[config.mk]
export PLATFORM = sky130hd
export DESIGN_NAME = block_collision_tracker_flat
export DESIGN_NICKNAME = d
export VERILOG_FILES = /design/src/rtl/block_collision_tracker_pkg.sv /design/src/rtl/block_collision_tracker_if.sv /design/src/rtl/block_collision_tracker_aabb_overlap.sv /design/src/rtl/block_collision_tracker.sv /design/src/flat_wrapper.sv
export SDC_FILE = /design/constraint.sdc
export NUM_CORES = 1
export LEC_CHECK = 0
export ABC_AREA = 1
export CORE_AREA = 4 4 318 320
export CTS_CLUSTER_SIZE = 40
export DETAILED_ROUTE_END_ITERATION = 6
export DIE_AREA = 0 0 322 324
export DONT_BUFFER_PORTS = 1
export MAX_ROUTING_LAYER = met4
export SYNTH_ARGS = -nofsm -noshare
export SYNTH_HDL_FRONTEND = slang
export SYNTH_SLANG_ARGS = --single-unit
[constraint.sdc]
create_clock -name clk -period 6.9 [get_ports clk]
set_input_delay 2.07 -clock clk [delete_from_list [all_inputs] [get_ports clk]]
set_output_delay 2.07 -clock clk [all_outputs]
set_load 0.01 [all_outputs]
[src/rtl/block_collision_tracker_pkg.sv]
// Shared constants, FSM state encodings and the packed-coordinate slice helper
// for the block collision tracker.
package block_collision_tracker_pkg;

  localparam int unsigned COORD_W     = 10;
  localparam int unsigned N_OBJ_DEF   = 25;
  localparam int unsigned N_BLK_DEF   = 20;
  localparam int unsigned OBJ_H       = 20;
  localparam int unsigned BALL_SZ     = 8;
  localparam int unsigned OFFSCREEN_X = 640;
  localparam int unsigned MAX_OBJ     = 32;
  localparam int unsigned IDX_W       = 5;
  localparam int unsigned CNT_W       = 5;
  localparam int unsigned BUS_MAX_W   = MAX_OBJ * COORD_W;
  localparam int unsigned BASE_W      = 9;

  typedef logic [1:0] state_t;

  localparam state_t ST_IDLE   = 2'd0;
  localparam state_t ST_SCAN   = 2'd1;
  localparam state_t ST_REPORT = 2'd2;

  // Extract coordinate field i from a packed per-object bus (zero-extended to MAX_OBJ).
  function automatic logic [COORD_W-1:0] coord_at(input logic [BUS_MAX_W-1:0] bus,
                                                  input logic [IDX_W-1:0]     i);
    logic [BASE_W-1:0] base;
    base = BASE_W'(i) * BASE_W'(COORD_W);
    return bus[base +: COORD_W];
  endfunction

endpackage

[src/rtl/block_collision_tracker_if.sv]
// Bundle of frame/ball/object inputs and hit-report outputs of the tracker.
// master: drives frame_tick, clear, ball_x/y, obj_x/y/w; observes results.
// slave : the tracker; drives collision_ball, busy, done, bounce, hit_idx,
//         hit_count, all_cleared.
interface block_collision_tracker_if
  import block_collision_tracker_pkg::*;
#(
  parameter int unsigned N_OBJ = N_OBJ_DEF
);

  logic                     frame_tick;
  logic                     clear;
  logic [COORD_W-1:0]       ball_x;
  logic [COORD_W-1:0]       ball_y;
  logic [N_OBJ*COORD_W-1:0] obj_x;
  logic [N_OBJ*COORD_W-1:0] obj_y;
  logic [N_OBJ*COORD_W-1:0] obj_w;
  logic [N_OBJ-1:0]         collision_ball;
  logic                     busy;
  logic                     done;
  logic                     bounce;
  logic [IDX_W-1:0]         hit_idx;
  logic [CNT_W-1:0]         hit_count;
  logic                     all_cleared;

  modport master (
    output frame_tick, clear, ball_x, ball_y, obj_x, obj_y, obj_w,
    input  collision_ball, busy, done, bounce, hit_idx, hit_count, all_cleared
  );

  modport slave (
    input  frame_tick, clear, ball_x, ball_y, obj_x, obj_y, obj_w,
    output collision_ball, busy, done, bounce, hit_idx, hit_count, all_cleared
  );

endinterface

[src/rtl/block_collision_tracker_aabb_overlap.sv]
// Combinational ball-vs-object rectangle overlap test in 11-bit unsigned
// arithmetic (no wrap). Touching edges do not count; objects parked at
// OFFSCREEN_X or beyond never overlap.
// Ports: bx/by ball top-left, ox/oy/ow object left/top/width, overlap_c result.
module aabb_overlap
  import block_collision_tracker_pkg::*;
(
  input  logic [COORD_W-1:0] bx,
  input  logic [COORD_W-1:0] by,
  input  logic [COORD_W-1:0] ox,
  input  logic [COORD_W-1:0] oy,
  input  logic [COORD_W-1:0] ow,
  output logic               overlap_c
);

  localparam int unsigned EXT_W = COORD_W + 1;

  logic [EXT_W-1:0] bx_e, by_e, ox_e, oy_e, ow_e;

  assign bx_e = EXT_W'(bx);
  assign by_e = EXT_W'(by);
  assign ox_e = EXT_W'(ox);
  assign oy_e = EXT_W'(oy);
  assign ow_e = EXT_W'(ow);

  assign overlap_c = (ox_e < EXT_W'(OFFSCREEN_X))
                  && ((bx_e + EXT_W'(BALL_SZ)) > ox_e)
                  && (bx_e < (ox_e + ow_e))
                  && ((by_e + EXT_W'(BALL_SZ)) > oy_e)
                  && (by_e < (oy_e + EXT_W'(OBJ_H)));

endmodule

[src/rtl/block_collision_tracker.sv]
// Per-frame sequential scan of all objects against a snapshot of the ball,
// keeping a sticky destroyed vector and reporting one bounce request with
// first-hit index and hit count at the end of each scan.
// Ports: clk, rst (sync, active-high), bus (slave side of
// block_collision_tracker_if).
// Build option: ROCK_PERSIST_EN keeps rock bits (index >= N_BLK) at 0 while
// rocks still count as hits.
module block_collision_tracker
  import block_collision_tracker_pkg::*;
#(
  parameter int unsigned N_OBJ = N_OBJ_DEF,
  parameter int unsigned N_BLK = N_BLK_DEF
)(
  input  logic                     clk,
  input  logic                     rst,
  block_collision_tracker_if.slave bus
);

  state_t             state_q, state_nxt;
  logic [IDX_W-1:0]   idx_q;
  logic [COORD_W-1:0] bx_q, by_q;
  logic [N_OBJ-1:0]   coll_q;
  logic [CNT_W-1:0]   cnt_q, hit_count_q;
  logic [IDX_W-1:0]   first_idx_q, hit_idx_q;
  logic               seen_q, busy_q, done_q, bounce_q, all_cleared_q;

  logic [COORD_W-1:0] ox_c, oy_c, ow_c;
  logic               overlap_c, hit_c, destroy_c, last_c;

  // Object selected by the scan index.
  assign ox_c = coord_at(BUS_MAX_W'(bus.obj_x), idx_q);
  assign oy_c = coord_at(BUS_MAX_W'(bus.obj_y), idx_q);
  assign ow_c = coord_at(BUS_MAX_W'(bus.obj_w), idx_q);

  aabb_overlap u_overlap (
    .bx        (bx_q),
    .by        (by_q),
    .ox        (ox_c),
    .oy        (oy_c),
    .ow        (ow_c),
    .overlap_c (overlap_c)
  );

  // Already-destroyed objects are skipped regardless of their x position.
  assign hit_c  = (state_q == ST_SCAN) && !coll_q[idx_q] && overlap_c;
  assign last_c = (idx_q == IDX_W'(N_OBJ - 1));

`ifdef ROCK_PERSIST_EN
  assign destroy_c = hit_c && (idx_q < IDX_W'(N_BLK));
`else
  assign destroy_c = hit_c;
`endif

  // State register.
  always_ff @(posedge clk) begin
    if (rst) state_q <= ST_IDLE;
    else     state_q <= state_nxt;
  end

  // Next-state logic; clear aborts any scan and blocks a new one.
  always_comb begin
    state_nxt = state_q;
    case (state_q)
      ST_IDLE:   if (bus.frame_tick && !bus.clear) state_nxt = ST_SCAN;
      ST_SCAN:   if (bus.clear)                    state_nxt = ST_IDLE;
                 else if (last_c)                  state_nxt = ST_REPORT;
      ST_REPORT: state_nxt = ST_IDLE;
      default:   state_nxt = ST_IDLE;
    endcase
  end

  // Snapshot, scan bookkeeping, sticky vector and registered reports.
  always_ff @(posedge clk) begin
    if (rst) begin
      idx_q         <= '0;
      bx_q          <= '0;
      by_q          <= '0;
      coll_q        <= '0;
      cnt_q         <= '0;
      first_idx_q   <= '0;
      seen_q        <= 1'b0;
      hit_idx_q     <= '0;
      hit_count_q   <= '0;
      busy_q        <= 1'b0;
      done_q        <= 1'b0;
      bounce_q      <= 1'b0;
      all_cleared_q <= 1'b0;
    end else begin
      done_q        <= 1'b0;
      bounce_q      <= 1'b0;
      busy_q        <= (state_nxt != ST_IDLE);
      all_cleared_q <= &coll_q[N_BLK-1:0];
      if (bus.clear) begin
        coll_q      <= '0;
        idx_q       <= '0;
        cnt_q       <= '0;
        first_idx_q <= '0;
        seen_q      <= 1'b0;
      end else begin
        case (state_q)
          ST_IDLE: begin
            if (bus.frame_tick) begin
              bx_q        <= bus.ball_x;
              by_q        <= bus.ball_y;
              idx_q       <= '0;
              cnt_q       <= '0;
              first_idx_q <= '0;
              seen_q      <= 1'b0;
            end
          end
          ST_SCAN: begin
            if (destroy_c) coll_q[idx_q] <= 1'b1;
            if (hit_c) begin
              if (cnt_q != '1) cnt_q <= cnt_q + CNT_W'(1);
              if (!seen_q) begin
                seen_q      <= 1'b1;
                first_idx_q <= idx_q;
              end
            end
            if (!last_c) idx_q <= idx_q + IDX_W'(1);
          end
          ST_REPORT: begin
            done_q      <= 1'b1;
            bounce_q    <= seen_q;
            hit_idx_q   <= first_idx_q;
            hit_count_q <= cnt_q;
          end
          default: ;
        endcase
      end
    end
  end

  assign bus.collision_ball = coll_q;
  assign bus.busy           = busy_q;
  assign bus.done           = done_q;
  assign bus.bounce         = bounce_q;
  assign bus.hit_idx        = hit_idx_q;
  assign bus.hit_count      = hit_count_q;
  assign bus.all_cleared    = all_cleared_q;

endmodule

[src/flat_wrapper.sv]
// flat-port wrapper written by rule: the top's interface ports become plain ports
module block_collision_tracker_flat import block_collision_tracker_pkg::*;
#(
  parameter int unsigned N_OBJ = N_OBJ_DEF,
  parameter int unsigned N_BLK = N_BLK_DEF
)
  (clk, rst, bus_frame_tick, bus_clear, bus_ball_x, bus_ball_y, bus_obj_x, bus_obj_y, bus_obj_w, bus_collision_ball, bus_busy, bus_done, bus_bounce, bus_hit_idx, bus_hit_count, bus_all_cleared);
  block_collision_tracker_if #(.N_OBJ(N_OBJ)) bus_i ();
  input  logic clk;
  input  logic rst;
  input wire logic [$bits(bus_i.frame_tick)-1:0] bus_frame_tick;
  input wire logic [$bits(bus_i.clear)-1:0] bus_clear;
  input wire logic [$bits(bus_i.ball_x)-1:0] bus_ball_x;
  input wire logic [$bits(bus_i.ball_y)-1:0] bus_ball_y;
  input wire logic [$bits(bus_i.obj_x)-1:0] bus_obj_x;
  input wire logic [$bits(bus_i.obj_y)-1:0] bus_obj_y;
  input wire logic [$bits(bus_i.obj_w)-1:0] bus_obj_w;
  output wire logic [$bits(bus_i.collision_ball)-1:0] bus_collision_ball;
  output wire logic [$bits(bus_i.busy)-1:0] bus_busy;
  output wire logic [$bits(bus_i.done)-1:0] bus_done;
  output wire logic [$bits(bus_i.bounce)-1:0] bus_bounce;
  output wire logic [$bits(bus_i.hit_idx)-1:0] bus_hit_idx;
  output wire logic [$bits(bus_i.hit_count)-1:0] bus_hit_count;
  output wire logic [$bits(bus_i.all_cleared)-1:0] bus_all_cleared;
  assign bus_i.frame_tick = bus_frame_tick;
  assign bus_i.clear = bus_clear;
  assign bus_i.ball_x = bus_ball_x;
  assign bus_i.ball_y = bus_ball_y;
  assign bus_i.obj_x = bus_obj_x;
  assign bus_i.obj_y = bus_obj_y;
  assign bus_i.obj_w = bus_obj_w;
  assign bus_collision_ball = bus_i.collision_ball;
  assign bus_busy = bus_i.busy;
  assign bus_done = bus_i.done;
  assign bus_bounce = bus_i.bounce;
  assign bus_hit_idx = bus_i.hit_idx;
  assign bus_hit_count = bus_i.hit_count;
  assign bus_all_cleared = bus_i.all_cleared;
  block_collision_tracker #(.N_OBJ(N_OBJ), .N_BLK(N_BLK)) u_core (.clk(clk), .rst(rst), .bus(bus_i));
endmodule
Word level (Yosys, flattened, before mapping)
Index checks and enable logic that the tools add are counted.
{ "word_totals": {"inputBits": 774, "word_cells": 87, "regBits": 77} }
{ "op_classes": {"reduce_logical": 23, "bitwise": 3, "shifts": 3, "mul": 1, "n_lt_le_gt_ge": 7, "eq_ne": 9, "mux": 21, "add_sub_neg": 6} }
{ "ops": {"columns": ["cell", "count"], "rows": [
  ["$shiftx 320x10->10", 3],
  ["$mux 5", 6],
  ["$pmux 5 s2", 3],
  ["$or 25x25->25", 1],
  ["$add 10x4->11 const B", 2],
  ["$gt 11x10->1", 2],
  ["$lt 10x11->1", 2],
  ["$reduce_and 20->1", 1],
  ["$add 10x10->11", 1],
  ["$add 10x5->11 const B", 1],
  ["$add 5x1->5 const B", 2],
  ["$lt 10x10->1 const B", 1],
  ["$reduce_and 3->1", 3],
  ["$logic_and 1x1->1", 8],
  ["$mul 5x3->8 const B", 1],
  ["$ne 2x2->1 const B", 4],
  ["$reduce_and 4->1", 2],
  ["$lt 5x6->1 const B", 1],
  ["$mux 2", 3],
  ["$bmux 1 s5", 1],
  ["$demux 1 s5", 1],
  ["$eq 5x5->1 const B", 1],
  ["$ge 5x1->1 const B", 1],
  ["$mux 1", 5],
  ["other kinds (13)", 17]
]} }

Longest topological paths before layout
Gate-level depths: netlist (run 1).
{ "depth": {"word_depth": 10, "depth_mapped": 38, "ltp_nobuf": 32} }

By module
From an unflattened synthesis (run 1), not the netlist that was laid out.
{ "unflattened": {"hier_cells": 2083, "hier_area_um2": 11574.9} }
{ "modules_own_cells": {"columns": ["mod", "instances", "cells_per_inst", "area_per_inst_um2", "seq_area_each_um2"], "rows": [
  ["block_collision_tracker", 1, 1799, 9766.9, 1541.5],
  ["aabb_overlap", 1, 284, 1808.0, 0.0]
]} }

Least setup slack after synthesis (run 1)
Ideal clock, no wire load.
{ "synth_timing": {"path_type": "input -> register", "from": "input port bus_obj_x[90]", "to": "register u_core.first_idx_q[1]", "stages": 30, "required_ns": 6.785, "t_arrival_ns": 5.282, "path_slack_ns": 1.503, "path_cell_list": "o21ai_0 o22ai_1 a22o_1 o21ai_0 o311ai_1 ha_1 fa_1 nand3_1 nand2_1 a21oi_1 o21ai_0 xor2_1 ha_1 nand2_1 nor2_1 nor2_1 nand3_1 nand2_1 nand2_1 nand2_1 nand2_1 nand2_1 nor2_1 nor2_1 nand2_2 nand2_4 buf_6 nand3_1 nand2_1 nor2_1"} }
{ "synth_between": {"elab_chain_len": 9, "elab_cells_between_ends": 12, "classes_between": "1 x add/sub; 3 x order compare; 1 x eq/ne; 1 x shift; 6 x reduce/logical"} }
{ "synth_rtl": {"columns": ["element", "line_no", "text"], "rows": [
  ["from (decl)", "flat_wrapper.sv:15", "input wire logic [$bits(bus_i.obj_x)-1:0] bus_obj_x;"],
  ["$shiftx 320x10->10 (*)", "block_collision_tracker_pkg.sv:28", "return bus[base +: COORD_W];"],
  ["$add 10x10->11, or another cell as far along", "block_collision_tracker_aabb_overlap.sv:28", "&& (bx_e < (ox_e + ow_e))"],
  ["$lt 10x11->1 / $logic_and 1x1->1 (equally long branches)", "block_collision_tracker_aabb_overlap.sv:28, block_collision_tracker_aabb_overlap.sv:27", null],
  ["$logic_and 1x1->1 (*)", "block_collision_tracker_aabb_overlap.sv:28", null],
  ["$logic_and 1x1->1 (*)", "block_collision_tracker_aabb_overlap.sv:29", "&& ((by_e + EXT_W'(BALL_SZ)) > oy_e)"],
  ["$logic_and 1x1->1 (*)", "block_collision_tracker_aabb_overlap.sv:30", "&& (by_e < (oy_e + EXT_W'(OBJ_H)));"],
  ["$logic_and 1x1->1 (*)", "block_collision_tracker.sv:45", "assign hit_c = (state_q == ST_SCAN) && !coll_q[idx_q] && overlap_c;"],
  ["$ne 2x1->1 (no line) (*)", null, null],
  ["$reduce_and 4->1 (no line) (*)", null, null],
  ["to (signal assigned)", "block_collision_tracker.sv:117", "first_idx_q <= idx_q;"],
  ["to (decl)", "block_collision_tracker.sv:24", "logic [IDX_W-1:0] first_idx_q, hit_idx_q;"]
]} }
Mark *: on every way between the ends. The rest lies on a longest branch, timed or not.
A chain may end at the register's enable or synchronous reset.

Worst setup path in the final report (run 1)
{ "layout_timing": {"from": "input port bus_obj_w[51]", "to": "register u_core.coll_q[14], in the netlist u_core.bus.collision_ball[14]"} }
{ "layout_between": {"elab_chain_len": 8} }
{ "layout_rtl": {"columns": ["element", "line_no", "text"], "rows": [
  ["from (decl)", "flat_wrapper.sv:17", "input wire logic [$bits(bus_i.obj_w)-1:0] bus_obj_w;"],
  ["$shiftx 320x10->10", "block_collision_tracker_pkg.sv:28", null],
  ["$add 10x10->11", "block_collision_tracker_aabb_overlap.sv:28", null],
  ["$lt 10x11->1", "block_collision_tracker_aabb_overlap.sv:28", null],
  ["$logic_and 1x1->1", "block_collision_tracker_aabb_overlap.sv:28", null],
  ["$logic_and 1x1->1", "block_collision_tracker_aabb_overlap.sv:29", null],
  ["$logic_and 1x1->1", "block_collision_tracker_aabb_overlap.sv:30", null],
  ["$logic_and 1x1->1", "block_collision_tracker.sv:45", null],
  ["$reduce_and 2->1 (no line)", null, null],
  ["to (signal assigned)", "block_collision_tracker.sv:78", "coll_q <= '0;"],
  ["to (signal assigned)", "block_collision_tracker.sv:94", "coll_q <= '0;"],
  ["to (signal, indexed assignment)", "block_collision_tracker.sv:112", "if (destroy_c) coll_q[idx_q] <= 1'b1;"],
  ["to (decl)", "block_collision_tracker.sv:22", "logic [N_OBJ-1:0] coll_q;"]
]} }
No other way between the ends.

==> results.cfg, run 1 <==
[timing]
worst_pin_slew_ns = 1.09
max-slew-margin-rel_pct = 26.9
rsz0062_at_grt = false
fin_crit_sh_pct = 92.3
slew_violations = 0
fin_ws_ns = 0.532
clock_skew_ns = 0.0105
timing.fmax_mhz = 157
finalSetupViolations = 0
tns_ns = 0
post-route-min-period_ns = 6.37
hold_viol = 0

[synth]
ys_top_cells_by_count = nor2_1 (486), nand2_1 (386), o21ai_0 (312)
synth_edf_count = 0
synth_area_leader_cell = nor2_1
yosys-top-cells-area = nor2_1 (15%), o21ai_0 (13%), dfxtp_1 (13%)
yosys_warnings = 0
post-synth-top-count-cell = nor2_1
syn_inst = 2191
synth_area_sq_um = 11900
synth_nets = 3022
synth-seq-cells = 77
ys_seq_area_share_pct = 12.9
yosysTopAreaCellShare_pct = 15.3
synth_area_per_cell_sq_um = 5.44
ys.flop_type = dfxtp_1
async_reset_ff_share_pct = 0
synth_cell_types = 53

[pwr]
p_comb_share_pct = 38.3
internal_power_mw = 0.945
p_leak_nw = 5.29
power.share.sequential_pct = 30.6
clkPwrFrac_pct = 31.1
ir_worst_vdd_v = 0.000119
p_per_area_nw_per_um2 = 114
p_sw_share_pct = 38.5
power_switching_mw = 0.592

[worst_setup_path]
path_class = input pin to flop
r2r_slack_ns = 0.83
endpoint_kind = flop
worstPathArrival_ns = 6.54
cp.depth = 27
startpoint_type = input pin
cpMaxStageDelayCell = o221ai_1
cp_slowest_stage_delay_ns = 0.44
endpoint = u_core.bus.collision_ball[14]
reg2reg_from = u_core.idx_q[0]
crit_family = compound AO/OA/AOI/OAI gates
cpMostUsedCell = nand2_1
cp.required_ns = 7.07
r2r_end = u_core.bus.collision_ball[14]
worst-path-buf-inv = 1
worst_r2r_path_depth = 29
crit_path_start = bus_obj_w[51]
critPathMaxFanout = 24

[layout]
area_growth_pct = 13.2
stdcell_count = 3410
fin_nets = 2915
fillers = 11500
fin_area_sq_um = 13500
drive_gt1_share_pct = 4.74

[floorplanning]
die_h_microns = 324
die_w_microns = 322
core_area_sq_um = 98100
initial_utilization_pct = 12.1
die_area_sq_um = 104000
io-pin-count = 813
num_rows = 115

[clock_tree]
cts.clk_slew.worst_paths_ns = 0.06
clk_latency_ns = 0.34
cts_sinks = 77
root_buffer = clkbuf_16
post_cts_buffers = 0
cts_buffers = 9
htreeDepth = 3
cts_hold_buf = 0
ctsResizeCount = 0
tritoncts = built
cts_buffer_depth = 2

[detailed_routing]
ant_nets = 0
wl_per_cell_microns = 25.7
drt_wl_total_microns = 87600
vias = 15600
drt-pass1-iter-count = 7
drcViolationCount = 1
avgViaCountPerCell = 4.56
drtIter0Drc = 1399

[min_path]
hp-class = flop to flop

[global_route]
globalRouteOverflowTotal = 0
grt.total_usage_pct = 15.9
first_global_vias = 14400
grt_max_degree = 163
grt_pass1_wl_microns = 113000
antenna_found_initial = 36

[placement]
dp_hpwl_microns = 72700
place.gp.congestion = 0.938
dp_slack_ns = 0.235
port_buffers = 0
place_inst = 3360
placed_area_sq_um = 13100

[run_status]
outcome = complete, but fails checks
failed_checks = design-rule violations

[job]
maxCapViolCount = 0
[cells by family after synthesis]
| kind of cell | Yosys count | synth area share (%) |
|---|---|---|
| buffers and inverters | 324 | 12.4 |
| XOR/XNOR | 22 | 1.62 |
| multiplexers | 3 | 0.252 |
| flip-flops | 77 | 12.9 |
| AND/OR/NAND/NOR | 1064 | 36.1 |
| adder cells (fa/ha/maj) | 57 | 6.05 |
| AO/OA/AOI/OAI | 644 | 30.7 |
[registers in the layout, summed over array words and instances (netlist names), 2 cells and up]
signal,flops
u_core.bus.collision_ball,25
u_core.bus.hit_count,5
u_core.bus.hit_idx,5
u_core.bx_q,10
u_core.by_q,10
u_core.cnt_q,5
u_core.first_idx_q,5
u_core.idx_q,5
u_core.state_q,2
[cell usage in the layout (no fill, tap or decap), types with 4 or more instances in the layout]
master,count
nor2_1,485
nand2_1,386
o21ai_0,312
nand3_1,144
inv_1,144
a21oi_1,102
o22ai_1,96
dfxtp_1,73
ha_1,56
buf_4,47
o21ai_1,35
diode_2,34
a211oi_1,22
xor2_1,16
o221ai_1,13
a22o_1,13
nand4_1,12
o211ai_1,11
nor3_1,10
nor2_2,9
a31oi_1,9
clkbuf_16,9
inv_2,7
xnor2_1,6
a221oi_1,6
a32oi_1,5
o311ai_1,4
nor4_1,4
buf_12,4
[worst min-delay path by stage]
stage	cells past startpoint	slack [ns]	endpoint	from
5_1_grt	2	0.49	u_core.bus.hit_idx[4]	u_core.first_idx_q[4]
6_report	2	0.47	u_core.bus.hit_idx[4]	u_core.first_idx_q[4]
3_3_place_gp	2	0.46	u_core.by_q[1]	u_core.by_q[1]
3_5_place_dp	2	0.46	u_core.bus.hit_idx[0]	u_core.first_idx_q[0]
4_1_cts	2	0.48	u_core.by_q[1]	u_core.by_q[1]
2_1_floorplan	2	0.44	u_core.bus.hit_idx[0]	u_core.first_idx_q[0]
[tightest hold or removal path: stages (launching register included)]
cell and delay, ns:
dfxtp_1 0.29, inv_1 0.07, a211oi_1 0.07
[area by class of cell]
class / instances / area [sq um] / share of cell area [%]
antenna: 34 / 85.1 / 0.631
timing repair buffer: 51 / 433 / 3.21
inverter: 155 / 601 / 4.45
sequential: 77 / 1550 / 11.5
clock inverter: 4 / 48.8 / 0.362
multi-input combinational: 1790 / 8910 / 66.1
tap: 1287 / 1610 / 11.9
clock buffer: 12 / 246 / 1.83
[per-layer routing]
| metal | share of wire, % | up-vias | track usage, % |
|---|---|---|---|
| li1 | - | 7237 | - |
| met1 | 39 | 7249 | 18.1 |
| met2 | 48 | 961 | 26.9 |
| met3 | 10 | 118 | 5.25 |
| met4 | 3.2 | 0 | 4.55 |
| met5 | 0 | - | - |
[through the flow]
stage                     power, mW  hold slack [ns]  utilization [%]
final                          1.54            0.475             13.7
after global routing           1.64            0.494             13.7
after CTS                      1.55            0.475             13.7
after detailed placement       1.07            0.461             13.4
after global placement         1.06            0.464             13.4
after floorplan               0.887            0.440                -
[power by group through the flow]
| stage | Sequential, mW | Clock, mW | Combinational, mW |
|---|---|---|---|
| floorplan | 0.472 | 0 | 0.415 |
| global placement | 0.480 | 0 | 0.584 |
| detailed placement | 0.480 | 0 | 0.592 |
| CTS | 0.470 | 0.485 | 0.595 |
| global route | 0.471 | 0.501 | 0.669 |
| finish | 0.470 | 0.478 | 0.589 |
No activity file was read; power rests on OpenSTA's default activity.
==> run 2: changes to the inputs <==
--- a/config.mk
+++ b/config.mk
@@ -13,2 +13,3 @@
 export DONT_BUFFER_PORTS = 1
+export GPL_ROUTABILITY_DRIVEN = 0
 export MAX_ROUTING_LAYER = met4
--- a/constraint.sdc
+++ b/constraint.sdc
@@ -3,2 +3,2 @@
 set_output_delay 2.07 -clock clk [all_outputs]
-set_load 0.01 [all_outputs]
+set_load 0.005 [all_outputs]
==> run 2 against run 1 <==
Against the previous run:
- the flow now finishes without violations
- sequential power about the same
- clock power increased by 6.1%
- global-route usage is 0.35 points lower
- utilization about the same
- first-iteration DRC count grew 9.6%
- sequential share of layout area hardly changed
==> results.cfg, run 2 (synthesis gave the netlist of run 1 again) <==
[run_status]
outcome = finished, final reports clean

[layout]
area_growth_pct = 13.6
drive_gt1_share_pct = 4.79
fin_nets = 2915
fin_area_sq_um = 13500
final_cell_mix = nor2_1 (485), nand2_1 (386), o21ai_0 (312)
largest_reg_flops = 25
layout.cells.most_common = nor2_1
fillers = 11500

[min_path]
hp-class = flop to flop
hold_depth = 2
holdPathEnd = u_core.by_q[0]
hp-start = u_core.by_q[0]

[pwr]
p_comb_share_pct = 37.5
ir_worst_vdd_v = 0.000107
p_per_area_nw_per_um2 = 116
power_switching_mw = 0.594
p_total_mw = 1.57
power.share.sequential_pct = 30.1
internal_power_mw = 0.974
p_leak_nw = 5.31
p_sw_share_pct = 37.9
clkPwrFrac_pct = 32.4

[job]
maxCapViolCount = 0

[worst_setup_path]
critPathMaxFanout = 24
startpoint_type = input pin
worst_r2r_path_depth = 28
endpoint_kind = flop
r2r_slack_ns = 0.77
r2r_end = u_core.bus.collision_ball[14]
path_class = input pin to flop
reg2reg_from = u_core.idx_q[0]
worstPathArrival_ns = 6.49
cp.required_ns = 7.07

[timing]
clock_skew_ns = 0.00827
tns_ns = 0
rsz0062_at_grt = false
post-route-min-period_ns = 6.32
hold_viol = 0
fin_ws_ns = 0.578
finalSetupViolations = 0
fin_crit_sh_pct = 91.6
max-slew-margin-rel_pct = 23.3
worst_pin_slew_ns = 1.15
finalHoldWorstSlack_ns = 0.473
slew_violations = 0
timing.fmax_mhz = 158

[clock_tree]
htreeDepth = 3
cts_sinks = 77
cts_buffer_depth = 2
root_buffer = clkbuf_16
cts_buffers = 9
clk_latency_ns = 0.34
tritoncts = built
cts.clk_slew.worst_paths_ns = 0.06

[global_route]
grt_max_degree = 168
grt_pass1_wl_microns = 111000
globalRouteOverflowTotal = 0
grt.total_usage_pct = 15.6
first_global_vias = 14300
antenna_found_initial = 47

[detailed_routing]
avgViaCountPerCell = 4.58
ant_nets = 0
drt-pass1-iter-count = 7
drtIter0Drc = 1533
drcViolationCount = 0
drt_wl_total_microns = 86000
wl_per_cell_microns = 25.2
vias = 15600

[placement]
placed_area_sq_um = 13100
port_buffers = 0
dp_hpwl_microns = 72000
dp_slack_ns = 0.192

[floorplanning]
core_area_sq_um = 98100
die_h_microns = 324
num_rows = 115
initial_utilization_pct = 12.1
die_w_microns = 322
io-pin-count = 813
die_area_sq_um = 104000
run 2: cell count changes in the layout (fill, tap and decap cells not counted):
cell	before	now
diode_2	34	42
clkinv_2	3	1
clkinvlp_4	0	2
bufinv_16	1	2
clkbuf_8	1	0
clkinv_4	1	0
clkinv_8	1	0
inv_12	0	1
inv_6	1	2
o22ai_1	96	95
o22ai_2	0	1
run 2: repair_timing:
action                                  4_1_cts  5_1_grt
resized for setup                             0        2
endpoints found under the setup margin        0       34
hold buffers                                  0        0
setup buffers                                 0        0
run 2: power groups by stage:
stage                     Sequential (mW)  Combinational, mW  Clock [mW]
after floorplan                     0.472              0.415           0
after global placement              0.482              0.579           0
after detailed placement            0.482              0.590           0
after CTS                           0.472              0.593       0.513
after global routing                0.473              0.668       0.530
final                               0.472              0.588       0.507
run 2: per-stage QoR:
step	util [%]	cells
2_1_floorplan	-	2191
3_3_place_gp	13.4	3360
3_5_place_dp	13.4	3360
4_1_cts	13.7	3376
5_1_grt	13.8	3414
6_report	13.8	3418
run 2: worst max-delay path by stage:
stage	endpoint	slack [ns]	startpoint
2_1_floorplan	u_core.first_idx_q[1]	1.50	bus_obj_x[90]
6_report	u_core.bus.collision_ball[14]	0.58	bus_obj_w[51]
5_1_grt	u_core.bus.collision_ball[11]	0.13	bus_obj_x[50]
4_1_cts	u_core.bus.collision_ball[14]	0.47	u_core.idx_q[0]
3_5_place_dp	u_core.bus.collision_ball[20]	0.19	bus_obj_x[50]
3_3_place_gp	u_core.bus.collision_ball[1]	0.30	bus_obj_x[50]
run 2: layout make-up:
cell class              count  area [sq um]  area share (%)
clock buffers              11           233            1.72
well taps                1287          1610            11.9
multi-input cells        1790          8910            65.9
flip-flops and latches     77          1550            11.5
repair buffers             51           433            3.20
diodes                     42           105           0.777
clock inverters             5          83.8           0.620
inverters                 155           601            4.44
run 2: per-layer routing:
metal	routed length, microns	GRT usage (%)
met5	0	-
met4	2610	4.70
met3	10100	6.30
met2	40500	25.9
met1	32800	17.2
run 2: critical path: stages:
cell and delay (ns):
o21ai_0 0.14, o22ai_1 0.11, o221ai_1 0.43, nand2_1 0.24, a211oi_1 0.31, a31oi_1 0.22, ha_1 0.40, nand3_1 0.06
nand2_1 0.11, a21oi_1 0.07, o21ai_0 0.27, a21oi_1 0.12, o21ai_0 0.26, nand2_1 0.09, nand2_1 0.07, a21oi_1 0.08
xor2_1 0.15, ha_1 0.28, nand2_1 0.05, nand2_1 0.05, nand2_1 0.04, nor2_1 0.11, nor2_1 0.08, nand2_2 0.13
clkinv_2 0.30, nand3_1 0.17, a21oi_1 0.08
